--- src/rtl/mon_queue_ctrl_pkg.sv ---
// Shared types for the monitoring queue controller: default record size,
// the record container type and the controller state encoding.
package DMNIPkg;

  localparam int MON_ENTRY_WORDS_DEF = 4;

  // One monitoring record: MON_ENTRY_WORDS_DEF 32-bit words, word 0 in the low slice.
  typedef logic [MON_ENTRY_WORDS_DEF-1:0][31:0] mon_entry_t;

  typedef enum logic [1:0] {
    IDLE   = 2'd0,
    WRITE  = 2'd1,
    COMMIT = 2'd2
  } mon_queue_state_t;

endpackage

--- src/rtl/mon_queue_ctrl.sv ---
// Monitoring queue controller: accepts fixed-size records and writes them
// word by word into a ring buffer in memory. A free-slot semaphore (sem_av)
// gates acceptance, an occupied-slot semaphore (sem_oc) is published to software.
module mon_queue_ctrl
  import DMNIPkg::*;
#(
  parameter int MON_ENTRY_WORDS = MON_ENTRY_WORDS_DEF
) (
  input  logic                             clk_i,
  input  logic                             rst_ni,
  input  logic                             mon_reset_i,
  input  logic [31:0]                      mon_addr_i,
  input  logic [7:0]                       mon_size_i,
  input  logic [7:0]                       mon_sem_av_i,
  input  logic                             mon_sem_av_post_i,
  input  logic                             mon_sem_oc_wait_i,
  output logic [7:0]                       mon_sem_oc_o,
  output logic                             mon_active_o,
  input  logic                             evt_valid_i,
  output logic                             evt_ready_o,
  input  logic [MON_ENTRY_WORDS-1:0][31:0] evt_data_i,
  output logic                             mem_req_o,
  input  logic                             mem_gnt_i,
  output logic [31:0]                      mem_addr_o,
  output logic [31:0]                      mem_data_o,
  output logic [3:0]                       mem_we_o
);

  localparam int IDX_W = (MON_ENTRY_WORDS > 1) ? $clog2(MON_ENTRY_WORDS) : 1;
  localparam logic [IDX_W-1:0] IDX_LAST = IDX_W'(MON_ENTRY_WORDS - 1);

  mon_queue_state_t                  state_q, state_d;
  logic [IDX_W-1:0]                  idx_q, idx_d;
  logic [7:0]                        head_q, head_d;
  logic [7:0]                        sem_av_q, sem_av_d;
  logic [7:0]                        sem_oc_q, sem_oc_d;
  logic [MON_ENTRY_WORDS-1:0][31:0]  entry_q;
  logic                              accept;
  logic                              commit;
  logic [31:0]                       word_off;

  assign evt_ready_o  = (state_q == IDLE) && (sem_av_q != 8'd0) &&
                        (mon_size_i != 8'd0) && !mon_reset_i;
  assign accept       = evt_valid_i && evt_ready_o;
  assign commit       = (state_q == COMMIT);
  assign mon_active_o = (state_q != IDLE);
  assign mon_sem_oc_o = sem_oc_q;

  // Slot offset in words; 32-bit arithmetic wraps on overflow by design.
  assign word_off = (32'(head_q) * 32'(MON_ENTRY_WORDS)) + 32'(idx_q);

  // Memory port is only driven while a record is being written, zero otherwise.
  always_comb begin
    mem_req_o  = 1'b0;
    mem_we_o   = 4'h0;
    mem_addr_o = 32'd0;
    mem_data_o = 32'd0;
    if (state_q == WRITE) begin
      mem_req_o  = 1'b1;
      mem_we_o   = 4'hF;
      mem_addr_o = mon_addr_i + (word_off << 2);
      mem_data_o = entry_q[idx_q];
    end
  end

  // Next-state logic: FSM, word index and ring head; software reset wins over all.
  always_comb begin
    state_d = state_q;
    idx_d   = idx_q;
    head_d  = head_q;
    if (mon_reset_i) begin
      state_d = IDLE;
      idx_d   = '0;
      head_d  = 8'd0;
    end else begin
      unique case (state_q)
        IDLE: begin
          if (accept) begin
            state_d = WRITE;
            idx_d   = '0;
          end
        end
        WRITE: begin
          if (mem_gnt_i) begin
            if (idx_q == IDX_LAST) begin
              state_d = COMMIT;
            end else begin
              idx_d = idx_q + 1'b1;
            end
          end
        end
        COMMIT: begin
          state_d = IDLE;
          head_d  = (head_q == (mon_size_i - 8'd1)) ? 8'd0 : head_q + 8'd1;
        end
        default: state_d = IDLE;
      endcase
    end
  end

  // Semaphore updates; a post or wait coinciding with a commit cancels out.
  always_comb begin
    sem_av_d = sem_av_q;
    sem_oc_d = sem_oc_q;
    if (mon_reset_i) begin
      sem_av_d = mon_sem_av_i;
      sem_oc_d = 8'd0;
    end else begin
      if (mon_sem_av_post_i && !commit) begin
        sem_av_d = (sem_av_q == 8'hFF) ? 8'hFF : sem_av_q + 8'd1;
      end else if (commit && !mon_sem_av_post_i) begin
        sem_av_d = sem_av_q - 8'd1;
      end
      if (commit && !mon_sem_oc_wait_i) begin
        sem_oc_d = sem_oc_q + 8'd1;
      end else if (!commit && mon_sem_oc_wait_i && (sem_oc_q != 8'd0)) begin
        sem_oc_d = sem_oc_q - 8'd1;
      end
    end
  end

  // Control and counter registers.
  always_ff @(posedge clk_i or negedge rst_ni) begin
    if (!rst_ni) begin
      state_q  <= IDLE;
      idx_q    <= '0;
      head_q   <= 8'd0;
      sem_av_q <= 8'd0;
      sem_oc_q <= 8'd0;
    end else begin
      state_q  <= state_d;
      idx_q    <= idx_d;
      head_q   <= head_d;
      sem_av_q <= sem_av_d;
      sem_oc_q <= sem_oc_d;
    end
  end

  // Record capture register; contents only matter while in WRITE.
  always_ff @(posedge clk_i) begin
    if (accept) begin
      entry_q <= evt_data_i;
    end
  end

endmodule

--- config.mk ---
export PLATFORM = sky130hd
export DESIGN_NAME = mon_queue_ctrl
export DESIGN_NICKNAME = d
export VERILOG_FILES = /design/src/rtl/mon_queue_ctrl_pkg.sv /design/src/rtl/mon_queue_ctrl.sv
export SDC_FILE = /design/constraint.sdc
export NUM_CORES = 1
export LEC_CHECK = 0
export CORE_MARGIN = 2
export CORE_UTILIZATION = 47
export DETAILED_ROUTE_END_ITERATION = 8
export PLACE_DENSITY_LB_ADDON = 0.05
export REMOVE_ABC_BUFFERS = 1
export SYNTH_ARGS = -nofsm -noshare
export SYNTH_HDL_FRONTEND = slang
export SYNTH_SLANG_ARGS = --single-unit
--- constraint.sdc ---
create_clock -name clk_i -period 5.7 [get_ports clk_i]
set_input_delay 1.14 -clock clk_i [delete_from_list [all_inputs] [get_ports clk_i]]
set_output_delay 1.14 -clock clk_i [all_outputs]
set_load 0.01 [all_outputs]
# [After elaboration in Yosys (flattened, before gate mapping)]
# Index checks and enable logic that the tools add are counted.
[totals] reg_bits=156 latch_bits=0 ram_bits=0 romBits=0 inputBits=183 wordCells=78 memories=0
[classes] add_sub_neg=9 multipliers=0 div=0 magnitude_cmp=1 eq_ne=9 shift=0 mux=26 n_bitwise=0 reduce_logical=24
[ops] operator="$mux W32" n=3
[ops] operator="$mux W8" n=10
[ops] operator="$bmux W32 S2" n=1
[ops] operator="$add A32 B13 Y32" n=1
[ops] operator="$add A8 B1 Y8 const B" n=3
[ops] operator="$reduce_bool A8 Y1" n=3
[ops] operator="$sub A8 B1 Y8 const B" n=3
[ops] operator="$mux W2" n=8
[ops] operator="$add A10 B2 Y11" n=1
[ops] operator="$logic_and A1 B1 Y1" n=9
[ops] operator="$ne A3 B3 Y1 const B" n=3
[ops] operator="$reduce_bool A3 Y1" n=3
[ops] operator="$eq A8 B8 Y1" n=1
[ops] operator="$eq A8 B8 Y1 const B" n=1
[ops] operator="$pmux W2 S2" n=2
[ops] operator="$eq A2 B2 Y1 const B" n=2
[ops] operator="$logic_not A1 Y1" n=4
[ops] operator="$mux W4" n=1
[ops] operator="$reduce_and A4 Y1" n=1
[ops] operator="$reduce_bool A2 Y1" n=2
[ops] operator="$lt A2 B3 Y1 const B" n=1
[ops] operator="$ne A3 B2 Y1 const B" n=1
[ops] operator="$reduce_and A3 Y1" n=1
[ops] operator="$add A2 B1 Y2 const B" n=1
[ops] operator="3 further kinds" n=3

# [Logic depth before layout (Yosys ltp)]
[depth] ltp_word=8 mapped_depth=10 mapped_depth_nobuf=10

# [Worst setup path before layout]
# OpenSTA, ideal clock, no wires.
[synth_timing] kind="input -> register" start="input port mon_size_i[0]" end="register entry_q[0] (netlist bit), enable pin" setup_ns=0.502 arrival_time_ns=5.098 slack_ns=0.100 path_stages=5 cell_sequence="inv_1 > ha_1 > a31oi_1 > nor4b_1 > and2_1"
[synth_via] elab_chain_len=4
[synth_lines] item="from (decl)" line="mon_queue_ctrl.sv:13" rtl="input logic [7:0] mon_size_i,"
[synth_lines] item="$reduce_bool A8 Y1" line="mon_queue_ctrl.sv:43" rtl="(mon_size_i != 8'd0) && !mon_reset_i;"
[synth_lines] item="$logic_and A1 B1 Y1" line="mon_queue_ctrl.sv:42" rtl="assign evt_ready_o = (state_q == IDLE) && (sem_av_q != 8'd0) &&"
[synth_lines] item="$logic_and A1 B1 Y1" line="mon_queue_ctrl.sv:43"
[synth_lines] item="net evt_ready_o" line="mon_queue_ctrl.sv:20" rtl="output logic evt_ready_o,"
[synth_lines] item="$logic_and A1 B1 Y1" line="mon_queue_ctrl.sv:44" rtl="assign accept = evt_valid_i && evt_ready_o;"
[synth_lines] item="net accept" line="mon_queue_ctrl.sv:38" rtl="logic accept;"
[synth_lines] item="to (signal assigned)" line="mon_queue_ctrl.sv:142" rtl="entry_q <= evt_data_i;"
[synth_lines] item="to (decl)" line="mon_queue_ctrl.sv:37" rtl="logic [MON_ENTRY_WORDS-1:0][31:0] entry_q;"
# The timed path passes the listed nets, and every way through them passes these cells.
# A chain may end at the register's enable or synchronous reset.

# [Worst setup path after layout]
[layout_timing] start="input port mon_addr_i[2]" end="output port mem_addr_o[30]"
[layout_via] elab_chain_len=2
[layout_lines] item="from (decl)" line="mon_queue_ctrl.sv:12" rtl="input logic [31:0] mon_addr_i,"
[layout_lines] item="$add A32 B13 Y32" line="mon_queue_ctrl.sv:61" rtl="mem_addr_o = mon_addr_i + (word_off << 2);"
[layout_lines] item="$mux W32" line="mon_queue_ctrl.sv:58" rtl="if (state_q == WRITE) begin"
[layout_lines] item="to (decl)" line="mon_queue_ctrl.sv:24" rtl="output logic [31:0] mem_addr_o,"
# Every way passes these cells.

==> results.md <==
- Fraction of layout cells with a size suffix above 1: 10.2%
- Rows: 47
- Crit. End Element: output pin
- Initial Util: 48.2%
- Final max-slew violation count: 0
- Final net count: 1068
- Tightest Pin Transition: 0.937 ns
- Worst Path Class, Setup: in -> out
- RSZ-0062 raised after global routing: no
- Critical path arrival: 4.07 ns
- Worst-Skew Late Latency: 0.43 ns
- Antenna cells: 0
- Async SR Flop Fraction: 17.9%
- CTS max path bufs: 2
- Clock Sink Count: 156
- Run status: finished clean
- Mapped Area: 8000 sq um
- Post-synth EDFFs: 128
- Mapped Avg Cell Area: 13.3 sq um
- Clock Tree Root: clkbuf_16
- Leakage power: 0.00405 uW
- Placed cell count: 1061
- GR Util All Layers: 22.6%
- Fillers: 1204
- Tmin final: 5.21 ns
- Most common cell on crit path: clkdlybuf4s50_1
- Worst Path Buf+Inv: 3
- Hold crit path type: reg -> reg
- CP required: 4.56 ns
- DP HPWL: 14600 um
- Clock Pin Slew Worst Setup and Hold Paths: 0.06 ns
- Seq. cell area: 4550 sq um
- Slowest CP cell: clkdlybuf4s50_1
- Multi-input logic area: 3210 sq um
- Chip height: 134 um
- Fin. Hold Viols: 0
- Ports: 262
- I/O Buffers: 261
- Initial antenna violation count: 0
- # Post-CTS Setup Buffers: 0
- H-Tree Depth: 4
- # DRC: 0
- Worst path max stage delay: 0.54 ns
- Setup violators final: 0
- Drt initial violations: 426
- First-pass GRT wire length: 31300 um
- P&R area growth vs syn: 42.8%
- CTS tree: built
- CP top delay family: buffers and inverters
- Tcrit/Tclk final: 91.4%
- Worst Path Max Fanout: 10
- Die W: 134 um
- Post-cts resize count: 0
- Setup Skew: 0.0130 ns
- Synthesis Warnings: 0
- Via count: 5929
- Setup tns final: 0 ns
- Cell Chain, Critical Path: clkdlybuf4s50_1, ha_1, inv_1, fa_1, nor2b_1, o31a_1, o2111ai_2, a211oi_1, xnor2_1, nor2_1, clkdlybuf4s50_1
- Cells after synthesis: 602
- Fmax: 0.192 GHz
- Main synth FF type: edfxtp_1
- Crit path launch type: input port
- Pre-antenna DRT Iters: 4
- Max-slew headroom: 37.2%
- Seq cells post-synth: 156
- Routed wire length: 19900 um
- Register area share after synthesis: 56.8%
- GP Congestion: 0.906
- Fin util: 68.8%
- Worst IR drop on VDD: 0.218 mV
- P per Cell Area: 275 nW/um^2
- Vias in the first global route: 6071
- Worst reg-to-reg setup slack: 2.38 ns
- Avg WL per Cell: 18.2 um
- Largest net degree at the start of global routing: 61
- Die area: 18100 sq um
- Core Box Area: 16600 sq um
- Hold_buf cts: 0
- Yosys cell types: 68
- Max cap viols: 0
- GR Overflow Total: 0
- Final ANT Viol Nets: 0
- Final Non-Filler Cells: 1093
- DR vias/cell: 5.42
- CTS buffer count: 17
sequential cells by signal, summed over array words and instances (netlist names):
register,cells
mon_sem_oc_o,8
entry_q,128
state_q,2
sem_av_q,8
head_q,8
idx_q,2
per-layer routing:
metal | track usage, % | vias to the layer above | wire, um
li1 | - | 2814 | -
met2 | 38.9 | 210 | 10200
met5 | 0 | - | 0
met1 | 27.0 | 2873 | 7740
met4 | 7.78 | 0 | 450
met3 | 7.11 | 32 | 1470
worst paths after layout:
kind / cells past startpoint / endpoint / startpoint
worst min-delay path: 1 / state_q[1] / state_q[1]
worst max-delay path: 11 / mem_addr_o[30] / mon_addr_i[2]
max in group asynchronous: 2 / idx_q[0] / rst_ni
min in group asynchronous: 2 / head_q[6] / rst_ni
worst max register to register: 7 / entry_q[34] / sem_av_q[0]
worst min register to register: 1 / state_q[1] / state_q[1]
report_power, final:
| group | total, uW | internal, uW | leakage, uW | switching [uW] |
|---|---|---|---|---|
| sequential | 1370 | 1310 | 0.00154 | 58.4 |
| clock | 1130 | 656 | 0.000283 | 475 |
| combinational | 635 | 365 | 0.00222 | 271 |
cells by family (layout without fill, tap and decap cells):
logic type	Yosys count	after routing	synth area share [%]
and+or+nand+nor	191	191	13.4
DFF	156	156	56.8
AOI/OAI and AO/OA	93	93	8.18
buffers and inverters	56	327	3.02
xor gates and xnor gates	47	47	5.15
muxes	34	34	9.28
adders and majority gates	25	25	4.10
Yosys cell counts, types with 3 or more instances:
cell type | count | area, sq um
xor2_1 | 24 | 210
a31oi_1 | 4 | 25.0
o22a_1 | 4 | 35.0
nand2b_1 | 5 | 31.3
inv_1 | 24 | 90.1
a211oi_1 | 9 | 67.6
o21a_1 | 3 | 22.5
nand4_1 | 8 | 50.1
nor2b_1 | 6 | 37.5
ha_1 | 23 | 288
buf_2 | 7 | 35.0
a21oi_1 | 22 | 110
a21o_1 | 6 | 45.0
nor4_1 | 5 | 31.3
nor3_1 | 16 | 80.1
or3_1 | 3 | 18.8
nor2_1 | 40 | 150
xnor2_1 | 23 | 201
nand3b_1 | 3 | 22.5
dfrtp_1 | 28 | 701
and2_1 | 36 | 225
nand2_1 | 21 | 78.8
and4_1 | 6 | 52.6
o21ai_0 | 16 | 80.1
nand3_1 | 21 | 105
mux4_2 | 32 | 721
and3_1 | 7 | 43.8
a32oi_1 | 4 | 35.0
edfxtp_1 | 128 | 3840
clkbuf_1 | 17 | 63.8
buf_4 | 6 | 45.0
layout make-up:
type / count / share of cell area (%)
Sequential cell: 156 / 39.8
Tap cell: 220 / 2.41
Clock buffer: 18 / 3.76
Clock inverter: 14 / 1.41
Inverter: 24 / 0.789
Timing Repair Buffer: 271 / 23.7
Multi-Input combinational cell: 390 / 28.1
placed cells by master (no fill, tap or decap), types with 3 or more instances in the layout:
| cell | count |
|---|---|
| nor3_1 | 16 |
| nand2_1 | 21 |
| o21a_1 | 3 |
| o21ai_0 | 16 |
| o22a_1 | 4 |
| a31oi_1 | 4 |
| nand3_1 | 21 |
| or3_1 | 3 |
| and2_1 | 35 |
| nand2b_1 | 5 |
| inv_6 | 3 |
| nor2b_1 | 6 |
| nand3b_1 | 3 |
| nor2_1 | 40 |
| inv_1 | 24 |
| inv_8 | 3 |
| a211oi_1 | 9 |
| xor2_1 | 24 |
| edfxtp_1 | 128 |
| buf_4 | 9 |
| clkdlybuf4s50_1 | 261 |
| xnor2_1 | 23 |
| nand4_1 | 8 |
| ha_1 | 23 |
| mux4_2 | 32 |
| and3_1 | 7 |
| nor4_1 | 5 |
| a32oi_1 | 4 |
| clkbuf_16 | 17 |
| a21o_1 | 6 |
| a21oi_1 | 22 |
| dfrtp_1 | 26 |
| and4_1 | 6 |
| clkinvlp_4 | 3 |
metrics by stage:
step           hold WS (ns)  worst slack (ns)  instance area [sq um]  total power (uW)
2_1_floorplan         0.492             0.100                   7840              1700
3_3_place_gp          0.528             0.577                  10800              2000
3_5_place_dp          0.542             0.472                  10800              2030
4_1_cts               0.550             0.466                  11400              3170
5_1_grt               0.586             0.282                  11400              3270
6_report              0.542             0.491                  11400              3140
(Power assumes the default switching activity.)
